[config.mk]
export PLATFORM = sky130hd
export DESIGN_NAME = shift_sequencer_flat
export DESIGN_NICKNAME = d
export VERILOG_FILES = /design/src/rtl/shift_sequencer_if.sv /design/src/rtl/shift_sequencer.sv /design/src/flat_wrapper.sv
export SDC_FILE = /design/constraint.sdc
export NUM_CORES = 1
export LEC_CHECK = 0
export CORE_MARGIN = 2
export CORE_UTILIZATION = 50
export CTS_BUF_LIST = sky130_fd_sc_hd__clkbuf_16
export CTS_CLUSTER_DIAMETER = 50
export DETAILED_ROUTE_END_ITERATION = 12
export GPL_ROUTABILITY_DRIVEN = 0
export PLACE_DENSITY = 0.8
export SLEW_MARGIN = 0
export SYNTH_ARGS = -nofsm -noshare
export SYNTH_HDL_FRONTEND = slang
export SYNTH_SLANG_ARGS = --single-unit
[constraint.sdc]
create_clock -name clk_in -period 4.1 [get_ports clk_in]
set_clock_uncertainty 0.05 [all_clocks]
set_input_delay 0.82 -clock clk_in [delete_from_list [all_inputs] [get_ports clk_in]]
set_output_delay 0.82 -clock clk_in [all_outputs]
set_load 0.02 [all_outputs]
[src/rtl/shift_sequencer_if.sv]
// Command/response handshake bundle for shift_sequencer.
// cmd_rotate is present only when SHIFT_SEQ_ROTATE_EN is defined.
interface shift_sequencer_if #(
    parameter int WIDTH = 4,
    parameter int CNT_W = 4,
    parameter int RSP_W = 8
);
    logic             cmd_valid;
    logic             cmd_ready;
    logic [WIDTH-1:0] cmd_data;
    logic             cmd_dir;
    logic [CNT_W-1:0] cmd_count;
    logic [RSP_W-1:0] cmd_serial;
`ifdef SHIFT_SEQ_ROTATE_EN
    logic             cmd_rotate;
`endif
    logic             rsp_valid;
    logic             rsp_ready;
    logic [RSP_W-1:0] rsp_data;

    modport master (
        output cmd_valid, cmd_data, cmd_dir, cmd_count, cmd_serial, rsp_ready,
        input  cmd_ready, rsp_valid, rsp_data
`ifdef SHIFT_SEQ_ROTATE_EN
        , output cmd_rotate
`endif
    );

    modport slave (
        input  cmd_valid, cmd_data, cmd_dir, cmd_count, cmd_serial, rsp_ready,
        output cmd_ready, rsp_valid, rsp_data
`ifdef SHIFT_SEQ_ROTATE_EN
        , input cmd_rotate
`endif
    );
endinterface

[src/rtl/shift_sequencer.sv]
// Command-driven load/shift controller for the parallel-load serial shift register.
// Optional rotate mode (cmd_rotate, sr_parallel_out) enabled by SHIFT_SEQ_ROTATE_EN.
module shift_sequencer #(
    parameter int WIDTH = 4,
    parameter int CNT_W = 4,
    parameter int RSP_W = 8
) (
    input  logic             clk_in,
    input  logic             n_rst_in,
    shift_sequencer_if.slave bus,
    output logic [WIDTH-1:0] sr_parallel_in,
    output logic             sr_parallel_load,
    output logic             sr_shift_r,
    output logic             sr_shift_l,
    output logic             sr_seq_in,
    input  logic             sr_seq_out
`ifdef SHIFT_SEQ_ROTATE_EN
    ,
    input  logic [WIDTH-1:0] sr_parallel_out
`endif
);

    typedef enum logic [2:0] {IDLE, LOAD, SHIFT, DRAIN, DONE} state_t;

    state_t           state, state_d;
    logic             dir_q;
    logic [CNT_W-1:0] cnt_q;
    logic [RSP_W-1:0] ser_q;
    logic [RSP_W:0]   mask_q;
    logic [RSP_W-1:0] rsp_data_q;
    logic             rsp_valid_q;
    logic             seq_q;
    logic             load_d, shr_d, shl_d, seq_d, valid_d;
    logic             accept;

    assign accept        = bus.cmd_valid && (state == IDLE);
    assign bus.cmd_ready = (state == IDLE);
    assign bus.rsp_valid = rsp_valid_q;
    assign bus.rsp_data  = rsp_data_q;

    always_ff @(posedge clk_in or negedge n_rst_in) begin
        if (!n_rst_in) state <= IDLE;
        else           state <= state_d;
    end

    always_comb begin
        state_d = state;
        load_d  = 1'b0;
        shr_d   = 1'b0;
        shl_d   = 1'b0;
        seq_d   = 1'b0;
        valid_d = 1'b0;
        case (state)
            IDLE: begin
                if (bus.cmd_valid) begin
                    state_d = LOAD;
                    load_d  = 1'b1;
                end
            end
            LOAD: begin
                if (cnt_q == '0) begin
                    state_d = DONE;
                    valid_d = 1'b1;
                end else begin
                    state_d = SHIFT;
                    shr_d   = ~dir_q;
                    shl_d   = dir_q;
                    seq_d   = ser_q[0];
                end
            end
            SHIFT: begin
                // cnt_q holds the strobes still to issue, including the current one
                if (cnt_q == CNT_W'(1)) begin
                    state_d = DRAIN;
                end else begin
                    shr_d = ~dir_q;
                    shl_d = dir_q;
                    seq_d = ser_q[0];
                end
            end
            DRAIN: begin
                state_d = DONE;
                valid_d = 1'b1;
            end
            DONE: begin
                if (bus.rsp_ready) state_d = IDLE;
                else               valid_d = 1'b1;
            end
            default: state_d = IDLE;
        endcase
    end

`ifdef SHIFT_SEQ_ROTATE_EN
    logic rot_q;
`endif

    always_ff @(posedge clk_in or negedge n_rst_in) begin
        if (!n_rst_in) begin
            sr_parallel_in   <= '0;
            sr_parallel_load <= 1'b0;
            sr_shift_r       <= 1'b0;
            sr_shift_l       <= 1'b0;
            seq_q            <= 1'b0;
            rsp_valid_q      <= 1'b0;
            rsp_data_q       <= '0;
            dir_q            <= 1'b0;
            cnt_q            <= '0;
            ser_q            <= '0;
            mask_q           <= '0;
`ifdef SHIFT_SEQ_ROTATE_EN
            rot_q            <= 1'b0;
`endif
        end else begin
            sr_parallel_load <= load_d;
            sr_shift_r       <= shr_d;
            sr_shift_l       <= shl_d;
            seq_q            <= seq_d;
            rsp_valid_q      <= valid_d;
            if (accept) begin
                sr_parallel_in <= bus.cmd_data;
                dir_q          <= bus.cmd_dir;
                cnt_q          <= bus.cmd_count;
                ser_q          <= bus.cmd_serial;
                rsp_data_q     <= '0;
                mask_q         <= {{RSP_W{1'b0}}, 1'b1};
`ifdef SHIFT_SEQ_ROTATE_EN
                rot_q          <= bus.cmd_rotate;
`endif
            end
            // mask bit 0 covers the first strobe cycle, which has nothing to sample yet;
            // once the one-hot walks off the top, later bits are discarded
            if (state == SHIFT || state == DRAIN) begin
                rsp_data_q <= rsp_data_q | (mask_q[RSP_W:1] & {RSP_W{sr_seq_out}});
                mask_q     <= mask_q << 1;
            end
            if (state == SHIFT) cnt_q <= cnt_q - CNT_W'(1);
            if (state_d == SHIFT) ser_q <= ser_q >> 1;
        end
    end

`ifdef SHIFT_SEQ_ROTATE_EN
    assign sr_seq_in = (rot_q && state == SHIFT)
                     ? (dir_q ? sr_parallel_out[WIDTH-1] : sr_parallel_out[0])
                     : seq_q;
`else
    assign sr_seq_in = seq_q;
`endif

endmodule

[src/flat_wrapper.sv]
// flat-port wrapper written by rule: the top's interface ports become plain ports
module shift_sequencer_flat 
#(
    parameter int WIDTH = 4,
    parameter int CNT_W = 4,
    parameter int RSP_W = 8
)
  (clk_in, n_rst_in, sr_parallel_in, sr_parallel_load, sr_shift_r, sr_shift_l, sr_seq_in, sr_seq_out, bus_cmd_valid, bus_cmd_data, bus_cmd_dir, bus_cmd_count, bus_cmd_serial, bus_rsp_ready, bus_cmd_ready, bus_rsp_valid, bus_rsp_data);
  shift_sequencer_if #(.WIDTH(WIDTH), .CNT_W(CNT_W), .RSP_W(RSP_W)) bus_i ();
  input  logic clk_in;
  input  logic n_rst_in;
  output logic [WIDTH-1:0] sr_parallel_in;
  output logic sr_parallel_load;
  output logic sr_shift_r;
  output logic sr_shift_l;
  output logic sr_seq_in;
  input  logic sr_seq_out;
  input wire logic [$bits(bus_i.cmd_valid)-1:0] bus_cmd_valid;
  input wire logic [$bits(bus_i.cmd_data)-1:0] bus_cmd_data;
  input wire logic [$bits(bus_i.cmd_dir)-1:0] bus_cmd_dir;
  input wire logic [$bits(bus_i.cmd_count)-1:0] bus_cmd_count;
  input wire logic [$bits(bus_i.cmd_serial)-1:0] bus_cmd_serial;
  input wire logic [$bits(bus_i.rsp_ready)-1:0] bus_rsp_ready;
  output wire logic [$bits(bus_i.cmd_ready)-1:0] bus_cmd_ready;
  output wire logic [$bits(bus_i.rsp_valid)-1:0] bus_rsp_valid;
  output wire logic [$bits(bus_i.rsp_data)-1:0] bus_rsp_data;
  assign bus_i.cmd_valid = bus_cmd_valid;
  assign bus_i.cmd_data = bus_cmd_data;
  assign bus_i.cmd_dir = bus_cmd_dir;
  assign bus_i.cmd_count = bus_cmd_count;
  assign bus_i.cmd_serial = bus_cmd_serial;
  assign bus_i.rsp_ready = bus_rsp_ready;
  assign bus_cmd_ready = bus_i.cmd_ready;
  assign bus_rsp_valid = bus_i.rsp_valid;
  assign bus_rsp_data = bus_i.rsp_data;
  shift_sequencer #(.WIDTH(WIDTH), .CNT_W(CNT_W), .RSP_W(RSP_W)) u_core (.clk_in(clk_in), .n_rst_in(n_rst_in), .bus(bus_i), .sr_parallel_in(sr_parallel_in), .sr_parallel_load(sr_parallel_load), .sr_shift_r(sr_shift_r), .sr_shift_l(sr_shift_l), .sr_seq_in(sr_seq_in), .sr_seq_out(sr_seq_out));
endmodule
After elaboration in Yosys (flattened, before gate mapping) --
Cells that the tools add are included.
Cells by class: add/subtract/negate cells 1, equal/unequal tests 6, muxes and demuxes 27, bitwise gates (word level) 3, reduce and logical (&&, ||, !) cells 7
Operators with widths (count):
- 8-bit two-way mux | 4
- 9-bit two-way mux | 2
- 3-bit case mux with 5 select lines | 1
- 3-bit two-way mux | 4
- 1-bit two-way mux | 10
- 3-bit by 2-bit equality test with 1-bit output, second input constant | 3
- 8-bit AND | 1
- 4-bit two-way mux | 2
- 8-bit OR | 1
- 1-bit case mux with 2 select lines | 3
- 2-bit nonzero test | 3
- 4-bit by 1-bit equality test with 1-bit output, second input constant | 1
- 4-bit zero test | 1
- 4-bit by 1-bit subtractor with 4-bit output, second input constant | 1
- 3-bit by 1-bit equality test with 1-bit output, second input constant | 1
- 3-bit equality test, second input constant | 1
- 3-bit zero test | 1
- 1-bit case mux with 3 select lines | 1
- 1-bit logical AND | 1
- 1-bit logical OR | 1
- 1-bit NOT | 1
Word-level totals: register bits after elaboration 42, bits of input ports 22, output and inout port bits 18

Depth between registers and ports, before layout --
Gate-level depths: netlist (run 1).
word-level depth 5, depth in mapped cells 7, gate-level depth less buffers 6

Least setup slack after synthesis (run 1) --
No wires, ideal clock.
kind in2reg, start point input bus_cmd_valid, end point register u_core.rsp_data_q[2], in the netlist u_core.bus.rsp_data[2], setup time 0.121 ns, data arrival time 1.732 ns, data required time 3.929 ns, setup slack 2.197 ns, stages on the path 4, buffers on the path 2, cell sequence or4b_1 -> buf_2 -> buf_6 -> a22o_1
On the way: cells in the longest elaborated chain, start to end 2
RTL lines:
- start, declared | line flat_wrapper.sv:18 | input wire logic [$bits(bus_i.cmd_valid)-1:0] bus_cmd_valid;
- 1-bit logical AND | line shift_sequencer.sv:36 | assign accept = bus.cmd_valid && (state == IDLE);
- 2-bit nonzero test (no source line)
- end signal, assigned | line shift_sequencer.sv:133 | rsp_data_q <= rsp_data_q | (mask_q[RSP_W:1] & {RSP_W{sr_seq_out}});
- end, declared | line shift_sequencer.sv:30 | logic [RSP_W-1:0] rsp_data_q;
Every way passes these cells. A chain may end at the register's enable or synchronous reset.

Final worst setup path (run 1) --
start point input bus_cmd_valid, end point register u_core.ser_q[1]
On the way: cells in the longest elaborated chain, start to end 4, elaborated cells on any way between the ends 6, those cells by class eq/ne (1); mux (3); reduce/logical (2)
RTL lines:
- 3-bit two-way mux | line shift_sequencer.sv:55 | if (bus.cmd_valid) begin
- 3-bit case mux with 5 select lines | line shift_sequencer.sv:53 | case (state)
- 3-bit by 2-bit equality test with 1-bit output | line shift_sequencer.sv:137 | if (state_d == SHIFT) ser_q <= ser_q >> 1;
- 8-bit two-way mux / 2-bit nonzero test (equally long branches)
- end signal, assigned | line shift_sequencer.sv:123 | ser_q <= bus.cmd_serial;
- end signal, assigned | line shift_sequencer.sv:137
- end, declared | line shift_sequencer.sv:28 | logic [RSP_W-1:0] ser_q;
Several ways; a longest one is shown, not always the timed one.

==> results of run 1 <==
## worst max path at each step
| stage | slack (ns) | endpoint | startpoint | cells past startpoint |
|---|---|---|---|---|
| finish | 1.09 | u_core.ser_q[1]$_DFFE_PN0P_ | bus_cmd_valid | 5 |
| global route | 0.87 | u_core.ser_q[1]$_DFFE_PN0P_ | bus_cmd_valid | 5 |
| CTS | 1.11 | u_core.ser_q[1]$_DFFE_PN0P_ | bus_cmd_valid | 5 |
| detailed placement | 0.83 | u_core.ser_q[1]$_DFFE_PN0P_ | bus_cmd_valid | 5 |
| global placement | 0.94 | u_core.ser_q[6]$_DFFE_PN0P_ | bus_cmd_valid | 5 |
| floorplan | 2.20 | u_core.bus.rsp_data[2]$_DFFE_PN0P_ | bus_cmd_valid | 4 |
## logic make-up after synthesis
group                      count (synthesis)
buffers and inverters                     16
and+or+nand+nor                           74
adders and majority gates                  3
DFF                                       42
AOI/OAI and AO/OA                         36
## per-stage QoR
step / power [mW] / cell area, sq um
2_1_floorplan: 1.25 / 1790
3_3_place_gp: 1.44 / 2150
3_5_place_dp: 1.48 / 2150
4_1_cts: 1.86 / 2280
5_1_grt: 1.99 / 2280
6_report: 1.85 / 2280
## state kept, by name, summed over array words and instances (netlist names)
signal / cells
u_core.sr_shift_l: 1
u_core.bus.rsp_data: 8
u_core.sr_shift_r: 1
u_core.bus.rsp_valid: 1
u_core.sr_parallel_in: 4
u_core.sr_seq_in: 1
u_core.cnt_q: 4
u_core.state: 3
u_core.sr_parallel_load: 1
u_core.dir_q: 1
u_core.mask_q: 9
u_core.ser_q: 8
## per-layer routing
metal	vias up	part of all wire (%)	track usage, %
met3	8	4.7	6.16
met1	662	43	25.0
li1	645	-	-
met2	39	50	32.9
met5	-	0	0
met4	0	2.2	9.24
## synthesized netlist by cell type
cell type   n
inv_1       4
nand3_1    10
or4b_2      1
nor2b_1     2
and2_1      3
a22o_1      7
or4b_1      1
buf_6       5
buf_2       4
o21ai_0    15
nand2_1    46
ha_1        3
clkinv_2    1
o221ai_1    1
a22oi_1     7
or3b_1      1
nor3_1      2
o32ai_4     1
and3_1      1
o31ai_1     1
dfrtp_1    42
clkbuf_1    2
nor3b_1     3
nor2_1      2
nand2b_1    2
a21oi_1     4
## critical path, stage by stage
cell	delay, ns
clkdlybuf4s50_1	0.38
or4b_1	0.88
clkinv_2	0.51
a22oi_1	0.32
o21ai_0	0.15
## report_power, final
| part | leakage (nW) | internal (mW) | switching (mW) | total [mW] |
|---|---|---|---|---|
| logic | 0.456 | 0.322 | 0.431 | 0.752 |
| clock network | 0.0694 | 0.220 | 0.150 | 0.370 |
| registers | 0.543 | 0.597 | 0.130 | 0.727 |
| total | 1.07 | 1.14 | 0.711 | 1.85 |
## area by class of cell
class	instances	area, sq um	share of cell area [%]
flip-flops and latches	42	1050	46.1
multi-input cells	113	632	27.7
clock buffers	5	125	5.49
well taps	46	57.6	2.52
repair buffers	39	385	16.9
inverters	5	20.0	0.878
clock inverters	2	10.0	0.439
==> results.tsv, run 1 <==
metric	value	unit
status	completed	
Post-Route WL	3630	um
Yosys cell types	26	
adder-cell share of the synthesized area	2.10	%
Critical Path AT	3.08	ns
post-synthesis simple-gate area fraction	19.1	%
Seq/Total Area, Yosys	58.8	%
CP Capture Type	flip-flop	
cell count after synthesis	171	
number of max-cap violations	0	
hold slack	0.413	ns
pins over their slew limit	0	
worst setup margin	1.09	ns
Critical Path Fanout Max	35	
core outline area	3390	sq um
IO Port Bufs	39	
placed cells	245	
most common cell after layout, fill and taps aside	nand2_1	
Layout Nets	231	
cell count of the worst reg-to-reg path	4	
vias per cell	5.37	
# rows	21	
leading post-synthesis cells by cell area	dfrtp_1, nand2_1, o21ai_0, a22o_1, buf_6	
# hold bufs at CTS	0	
crit start category	input pin	
n_diodes	0	
detailed-route via count	1354	
grt total ovfl	0	
CTS sink cnt	42	
first-pass GRT wire length	6350	um
R2R Path Start	u_core.state[1]$_DFF_PN0_	
maximum clock frequency	0.333	GHz
Worst Hold End	u_core.sr_shift_r$_DFF_PN0_	
post-place setup slack	0.826	ns
H-tree depth	2	
Clock Latency Late Sink	0.28	ns
Setup Buffers After CTS	0	
critical path class	input pin to flip-flop	
initial antenna violation count	0	
Peak supply drop	386	uV
fill count	243	
Min-Delay Startpoint	u_core.dir_q$_DFFE_PN0P_	
area grow syn2layout	27.7	%
DRT Pass-1 Iters	4	
final setup vio count	0	
TritonCTS clock tree	built	
Netlist Area Pre-Place	1790	sq um
die width	63.8	um
HP Class	flip-flop to flip-flop	
Clock Tree Buf Depth	2	
Routed WL per cell	14.4	um
final cell count without fillers	252	
Hold Crit Depth	1	
r2r endpoint	u_core.ser_q[1]$_DFFE_PN0P_	
flop2flop setup slack	1.45	ns
HPWL reported at the end of detailed placement	2360	um
Rel. slew slack	27.5	%
RSZ-0062 raised after global routing	no	
Final Util	67.3	%
die area	4070	sq um
Power Dens Cells	811	nW/um^2
Synth Area in Compound Gates	14.1	%
largest net degree at the start of global routing	43	
Leak	1.07	nW
Ys Warns	0	
GRT Overall Usage	20.3	%
cell taking the most area after synthesis	dfrtp_1	
initial drt markers	117	
setup tns final	0	ns
clock root cell	clkbuf_16	
Initial Util	52.7	%
mux share of post-synthesis cell area	0	%
DRC	0	
XOR/XNOR Fraction of Synth Area	0	%
most frequent cells in the layout	nand2_1, dfrtp_1, clkdlybuf4s50_1, o21ai_0, nand3_1	
Final min period	3.01	ns
#FFs+latches synth	42	
worst slew pin tran	1.09	ns
io pins	40	
largest family of logic cells by synthesized area	simple AND/OR/NAND/NOR gates	
worst path required time	4.18	ns
Hold Vio Cnt, Final	0	
Yosys top cell area share	58.8	%
clk slew on worst S/H paths	0.06	ns
Resized Gates After CTS	0	
Die Y	63.8	um
vias in the first global route	1392	
Mapped Nets	196	
period utilisation layout	73.3	%
share of layout cells above drive strength 1	5.34	%
syn avg cell area	10.4	sq um
CTS Buf Count	5	
final antenna-violating net count	0	
(Power assumes the default switching activity.)
==> inputs of run 2 (changes only) <==
--- a/config.mk
+++ b/config.mk
@@ -6,12 +6,12 @@
 export NUM_CORES = 1
 export LEC_CHECK = 0
 export CORE_MARGIN = 2
-export CORE_UTILIZATION = 50
+export CORE_UTILIZATION = 44
 export CTS_BUF_LIST = sky130_fd_sc_hd__clkbuf_16
 export CTS_CLUSTER_DIAMETER = 50
 export DETAILED_ROUTE_END_ITERATION = 12
 export GPL_ROUTABILITY_DRIVEN = 0
-export PLACE_DENSITY = 0.8
+export PLACE_DENSITY = 0.75
 export SLEW_MARGIN = 0
 export SYNTH_ARGS = -nofsm -noshare
 export SYNTH_HDL_FRONTEND = slang
==> constraint.sdc (replaced) <==
create_clock -name clk_in -period 2.5 [get_ports clk_in]
set_clock_uncertainty 0.05 [all_clocks]
set_input_delay 0.5 -clock clk_in [delete_from_list [all_inputs] [get_ports clk_in]]
set_output_delay 0.5 -clock clk_in [all_outputs]
set_load 0.02 [all_outputs]
==> run 2 against run 1 <==
  * Sequential cell count is the same
  * Critical path depth fell by 3
  * First-iteration DRC count fell by 4.3%
  * Clock-buffer cell count unchanged
  * Sequential power rose by 64%
  * Critical path type is now flip-flop to output pin
  * Highest routed layer unchanged
==> results.tsv, run 2 (same netlist as run 1, synthesis figures left out) <==
metric	value	unit	change
vias per cell	5.00		-6.9%
switching power	1.15	mW	+61%
Rel. slew slack	60.8	%	+33 points
most frequent cells in the layout	nand2_1, dfrtp_1, clkdlybuf4s50_1, o21ai_0, nand3_1		
Pint	1.99	mW	+75%
share of layout cells above drive strength 1	6.19	%	+0.85 points
TritonCTS clock tree	built		
final cell count without fillers	260		+3.2%
HP Class	input pin to asynchronous set/reset pin		
first-pass GRT wire length	5750	um	-9.4%
CTS sink cnt	42		unchanged
# rows	23		+9.5%
power share of the clock group	22.6	%	+2.6 points
Die Y	67.7	um	+6.2%
clock root cell	clkbuf_16		
die width	67.7	um	+6.2%
CP Depth	2		-3
die area	4590	sq um	+13%
Leak	1.10	nW	+2.9%
RSZ-0062 raised after global routing	no		
n_diodes	0		unchanged
crit start category	flip-flop		
period utilisation layout	86.3	%	
Setup Buffers After CTS	0		unchanged
worst path required time	1.95	ns	-2.23 ns
worst slew pin tran	0.587	ns	-0.500 ns
Clock Tree Buf Depth	2		unchanged
pins over their slew limit	0		unchanged
CP cell instances	nor3_1, clkdlybuf4s50_1		
CP Capture Type	output pin		
clk slew on worst S/H paths	0.06	ns	about the same
detailed-route via count	1300		-4.0%
combinational power share	39.4	%	-1.3 points
placed cells	252		+2.9%
final setup vio count	0		unchanged
hold slack	0.0651	ns	-0.348 ns
Peak supply drop	652	uV	+69%
fill count	335		+38%
Largest register FFs	9		unchanged
Resized Gates After CTS	0		unchanged
number of max-cap violations	0		unchanged
Switching Share	36.6	%	-1.9 points
Layout Nets	234		+1.3%
Largest Register	u_core.mask_q		
largest net degree at the start of global routing	28		-35%
Initial Util	45.3	%	-7.4 points
initial antenna violation count	0		unchanged
GRT Overall Usage	16.9	%	-3.4 points
Critical Path AT	1.61	ns	-1.47 ns
CTS Buf Count	5		unchanged
IO Port Bufs	39		unchanged
CP peak stage delay	0.62	ns	-0.26 ns
placed cell areas	2170	sq um	+1.3%
Finished Cell Area	2340	sq um	+2.4%
DRC	0		unchanged
part of the power in registers	38.0	%	-1.3 points
DRT Pass-1 Iters	4		unchanged
HPWL reported at the end of detailed placement	2290	um	-3.1%
grt total ovfl	0		unchanged
core outline area	3940	sq um	+16%
vias in the first global route	1189		-15%
status	completed		
# hold bufs at CTS	0		unchanged
Bufs and invs on worst path	1		-1
slowest CP cell	clkdlybuf4s50_1		
Power Dens Cells	1340	nW/um^2	+65%
io pins	40		unchanged
cell count of the worst reg-to-reg path	3		-1
Hold Vio Cnt, Final	0		unchanged
setup tns final	0	ns	unchanged
H-tree depth	2		unchanged
critical path class	flip-flop to output pin		
cell family with most CP delay	buffers and inverters		
initial drt markers	112		-4.3%
Power Total	3.13	mW	+69%
area grow syn2layout	30.7	%	
maximum clock frequency	0.464	GHz	
most common cell after layout, fill and taps aside	nand2_1		
Post-Route WL	3410	um	-6.1%
final antenna-violating net count	0		unchanged
Critical Path Fanout Max	10		-71%
Final min period	2.16	ns	
Routed WL per cell	13.1	um	-9.0%
Clock Latency Late Sink	0.28	ns	about the same
-- run 2: changes by cell type in the layout (fill, tap and decap cells not counted) --
cell,delta
buf_4,+3
clkinv_2,-2
inv_1,+2
bufinv_16,+1
-- run 2: worst paths after layout --
| check | from | endpoint | slack [ns] |
|---|---|---|---|
| setup / recovery | u_core.state[1]$_DFF_PN0_ | bus_cmd_ready | 0.34 |
| hold / removal | n_rst_in | u_core.mask_q[3]$_DFFE_PN0P_ | 0.07 |
| setup reg to reg | u_core.state[1]$_DFF_PN0_ | u_core.bus.rsp_data[0]$_DFFE_PN0P_ | 0.55 |
| hold reg to reg | u_core.dir_q$_DFFE_PN0P_ | u_core.sr_shift_r$_DFF_PN0_ | 0.40 |
| max in group asynchronous | n_rst_in | u_core.state[0]$_DFF_PN0_ | 1.68 |
| min in group clk_in | u_core.dir_q$_DFFE_PN0P_ | u_core.sr_shift_r$_DFF_PN0_ | 0.40 |
-- run 2: power by group through the flow --
stage          sequential [mW]  combinational [mW]  clock [mW]
2_1_floorplan             1.27               0.783           0
5_1_grt                   1.24                1.39       0.739
3_5_place_dp              1.19                1.25           0
4_1_cts                   1.19                1.25       0.719
3_3_place_gp              1.20                1.22           0
6_report                  1.19                1.23       0.707
-- run 2: worst register-to-register path, stage by stage, from the launching register on --
cell,delay (ns)
dfrtp_1,0.49
or4b_1,0.73
buf_4,0.30
a22o_1,0.26
-- run 2: stage by stage --
step	setup slack, ns	utilization [%]
floorplan	0.846	-
global placement	0.212	55.1
detailed placement	0.182	55.1
CTS	0.327	59.3
global route	0.276	59.3
finish	0.344	59.3
-- run 2: routing by layer --
layer  share of wire [%]  vias up  GRT usage [%]  wire length (um)
met5                   0        -              0                 0
met2                  45       31           23.9              1530
li1                    -      654              -                 -
met1                  48      608           24.2              1630
met4                 2.4        0           8.93                81
met3                 5.0        7           3.83               169
-- run 2: cell type report --
| cell class | instances | area (sq um) | area share [%] |
|---|---|---|---|
| tap | 50 | 62.6 | 2.68 |
| inverter | 5 | 20.0 | 0.857 |
| timing repair buffer | 42 | 408 | 17.5 |
| multi-input combinational | 113 | 632 | 27.0 |
| clock inverter | 3 | 37.5 | 1.61 |
| sequential | 42 | 1050 | 45.0 |
| clock buffer | 5 | 125 | 5.36 |
==> inputs of run 3 (changes only) <==
--- a/config.mk
+++ b/config.mk
@@ -11,6 +11,7 @@
 export CTS_CLUSTER_DIAMETER = 50
 export DETAILED_ROUTE_END_ITERATION = 12
 export GPL_ROUTABILITY_DRIVEN = 0
+export MAX_ROUTING_LAYER = met4
 export PLACE_DENSITY = 0.75
 export SLEW_MARGIN = 0
 export SYNTH_ARGS = -nofsm -noshare
==> run 3 against run 2 <==
  * Routed wire length increased by 1.1%
  * Critical endpoint unchanged
  * Worst hold slack improved by 0.0028 ns
  * Critical path depth unchanged
  * Clock-buffer cell count unchanged
  * Core utilization unchanged
  * Clock power about the same
  * Global-route usage increased by 0.50 points
  * Largest cell class unchanged
  * Power about the same
  * Non-clock buffer count unchanged
==> results.tsv, run 3 (same netlist as run 1, synthesis figures left out) <==
metric	value	unit	change
final setup vio count	0		unchanged
most frequent cells in the layout	nand2_1, dfrtp_1, clkdlybuf4s50_1, o21ai_0, nand3_1		
r2r endpoint	u_core.bus.rsp_data[0]$_DFFE_PN0P_		
hold slack	0.0679	ns	+0.00285 ns
crit start category	flip-flop		
Largest Register	u_core.mask_q		
HPWL reported at the end of detailed placement	2290	um	unchanged
HP Class	input pin to asynchronous set/reset pin		
first-pass GRT wire length	5750	um	-0.12%
CTS Buf Count	5		unchanged
worst slew pin tran	0.592	ns	+0.00502 ns
clk slew on worst S/H paths	0.06	ns	about the same
R2R Path Start	u_core.state[1]$_DFF_PN0_		
worst setup margin	0.345	ns	+0.00188 ns
Layout Nets	234		unchanged
critical path class	flip-flop to output pin		
RSZ-0062 raised after global routing	no		
placed cells	252		unchanged
maximum clock frequency	0.464	GHz	about the same
Hold Vio Cnt, Final	0		unchanged
vias per cell	4.96		-0.77%
final cell count without fillers	260		unchanged
Power Total	3.13	mW	about the same
flop2flop setup slack	0.54	ns	about the same
Routed WL per cell	13.3	um	+1.1%
multi-input logic area	632	sq um	unchanged
Critical Path Fanout Max	10		unchanged
TritonCTS clock tree	built		
detailed-route via count	1290		-0.77%
final antenna-violating net count	0		unchanged
n_diodes	0		unchanged
die area	4590	sq um	unchanged
Clock Tree Buf Depth	2		unchanged
post-place setup slack	0.182	ns	unchanged
area grow syn2layout	30.7	%	unchanged
Die Y	67.7	um	unchanged
number of max-cap violations	0		unchanged
CP Capture Type	output pin		
IO Port Bufs	39		unchanged
initial antenna violation count	0		unchanged
placed cell areas	2170	sq um	unchanged
vias in the first global route	1190		+0.084%
Post-Route WL	3450	um	+1.1%
register area	1050	sq um	unchanged
# rows	23		unchanged
Clock Latency Late Sink	0.28	ns	about the same
die width	67.7	um	unchanged
Critical Path AT	1.60	ns	about the same
cell count of the worst reg-to-reg path	3		unchanged
Final min period	2.15	ns	-0.00188 ns
H-tree depth	2		unchanged
period utilisation layout	86.2	%	about the same
GRT Overall Usage	17.4	%	+0.50 points
largest net degree at the start of global routing	28		unchanged
status	completed		
Switching Share	36.5	%	about the same
Rel. slew slack	60.5	%	-0.33 points
Finished Cell Area	2340	sq um	unchanged
io pins	40		unchanged
combinational power share	39.4	%	about the same
pins over their slew limit	0		unchanged
Initial Util	45.3	%	unchanged
CTS sink cnt	42		unchanged
clock root cell	clkbuf_16		
initial drt markers	121		+8.0%
grt total ovfl	0		unchanged
setup tns final	0	ns	unchanged
Final Util	59.3	%	unchanged
Power Dens Cells	1340	nW/um^2	about the same
most common cell after layout, fill and taps aside	nand2_1		
DRT Pass-1 Iters	4		unchanged
Largest register FFs	9		unchanged
power share of the clock group	22.5	%	about the same
# hold bufs at CTS	0		unchanged
worst path required time	1.95	ns	about the same
Leak	1.10	nW	unchanged
share of layout cells above drive strength 1	6.19	%	unchanged
Resized Gates After CTS	0		unchanged
Peak supply drop	651	uV	about the same
DRC	0		unchanged
part of the power in registers	38.0	%	about the same
core outline area	3940	sq um	unchanged
switching power	1.14	mW	-0.16%
Pint	1.99	mW	about the same
Setup Buffers After CTS	0		unchanged
fill count	335		unchanged
==> run 3: cell counts in the layout (fill, tap and decap cells not counted) <==
Identical to the previous run, type by type.
==> run 3: cell type report <==
type | count | area share [%]
Sequential cell | 42 | 45.0
Multi-Input combinational cell | 113 | 27.0
Timing Repair Buffer | 42 | 17.5
Clock buffer | 5 | 5.36
Tap cell | 50 | 2.68
Clock inverter | 3 | 1.61
Inverter | 5 | 0.857
==> run 3: worst max path at each step <==
stage,start,to
detailed placement,bus_cmd_valid,u_core.bus.rsp_data[0]$_DFFE_PN0P_
global route,u_core.state[1]$_DFF_PN0_,bus_cmd_ready
global placement,bus_cmd_valid,u_core.bus.rsp_data[2]$_DFFE_PN0P_
floorplan,u_core.cnt_q[0]$_DFFE_PN0P_,u_core.sr_seq_in$_DFF_PN0_
CTS,u_core.state[1]$_DFF_PN0_,bus_cmd_ready
finish,u_core.state[1]$_DFF_PN0_,bus_cmd_ready
==> run 3: power groups by stage <==
stage,clock (mW),sequential (mW),combinational [mW]
2_1_floorplan,0,1.27,0.783
3_3_place_gp,0,1.20,1.22
3_5_place_dp,0,1.19,1.25
4_1_cts,0.719,1.19,1.25
5_1_grt,0.740,1.24,1.39
6_report,0.705,1.19,1.24
==> run 3: critical path, stage by stage, from the launching register on <==
cell	delay (ns)
dfrtp_1	0.49
nor3_1	0.21
clkdlybuf4s50_1	0.62
==> run 3: routing by layer <==
metal,global-route usage [%],wire [um]
met3,3.67,163
met5,-,0
met2,23.8,1540
met1,24.4,1680
met4,8.93,65
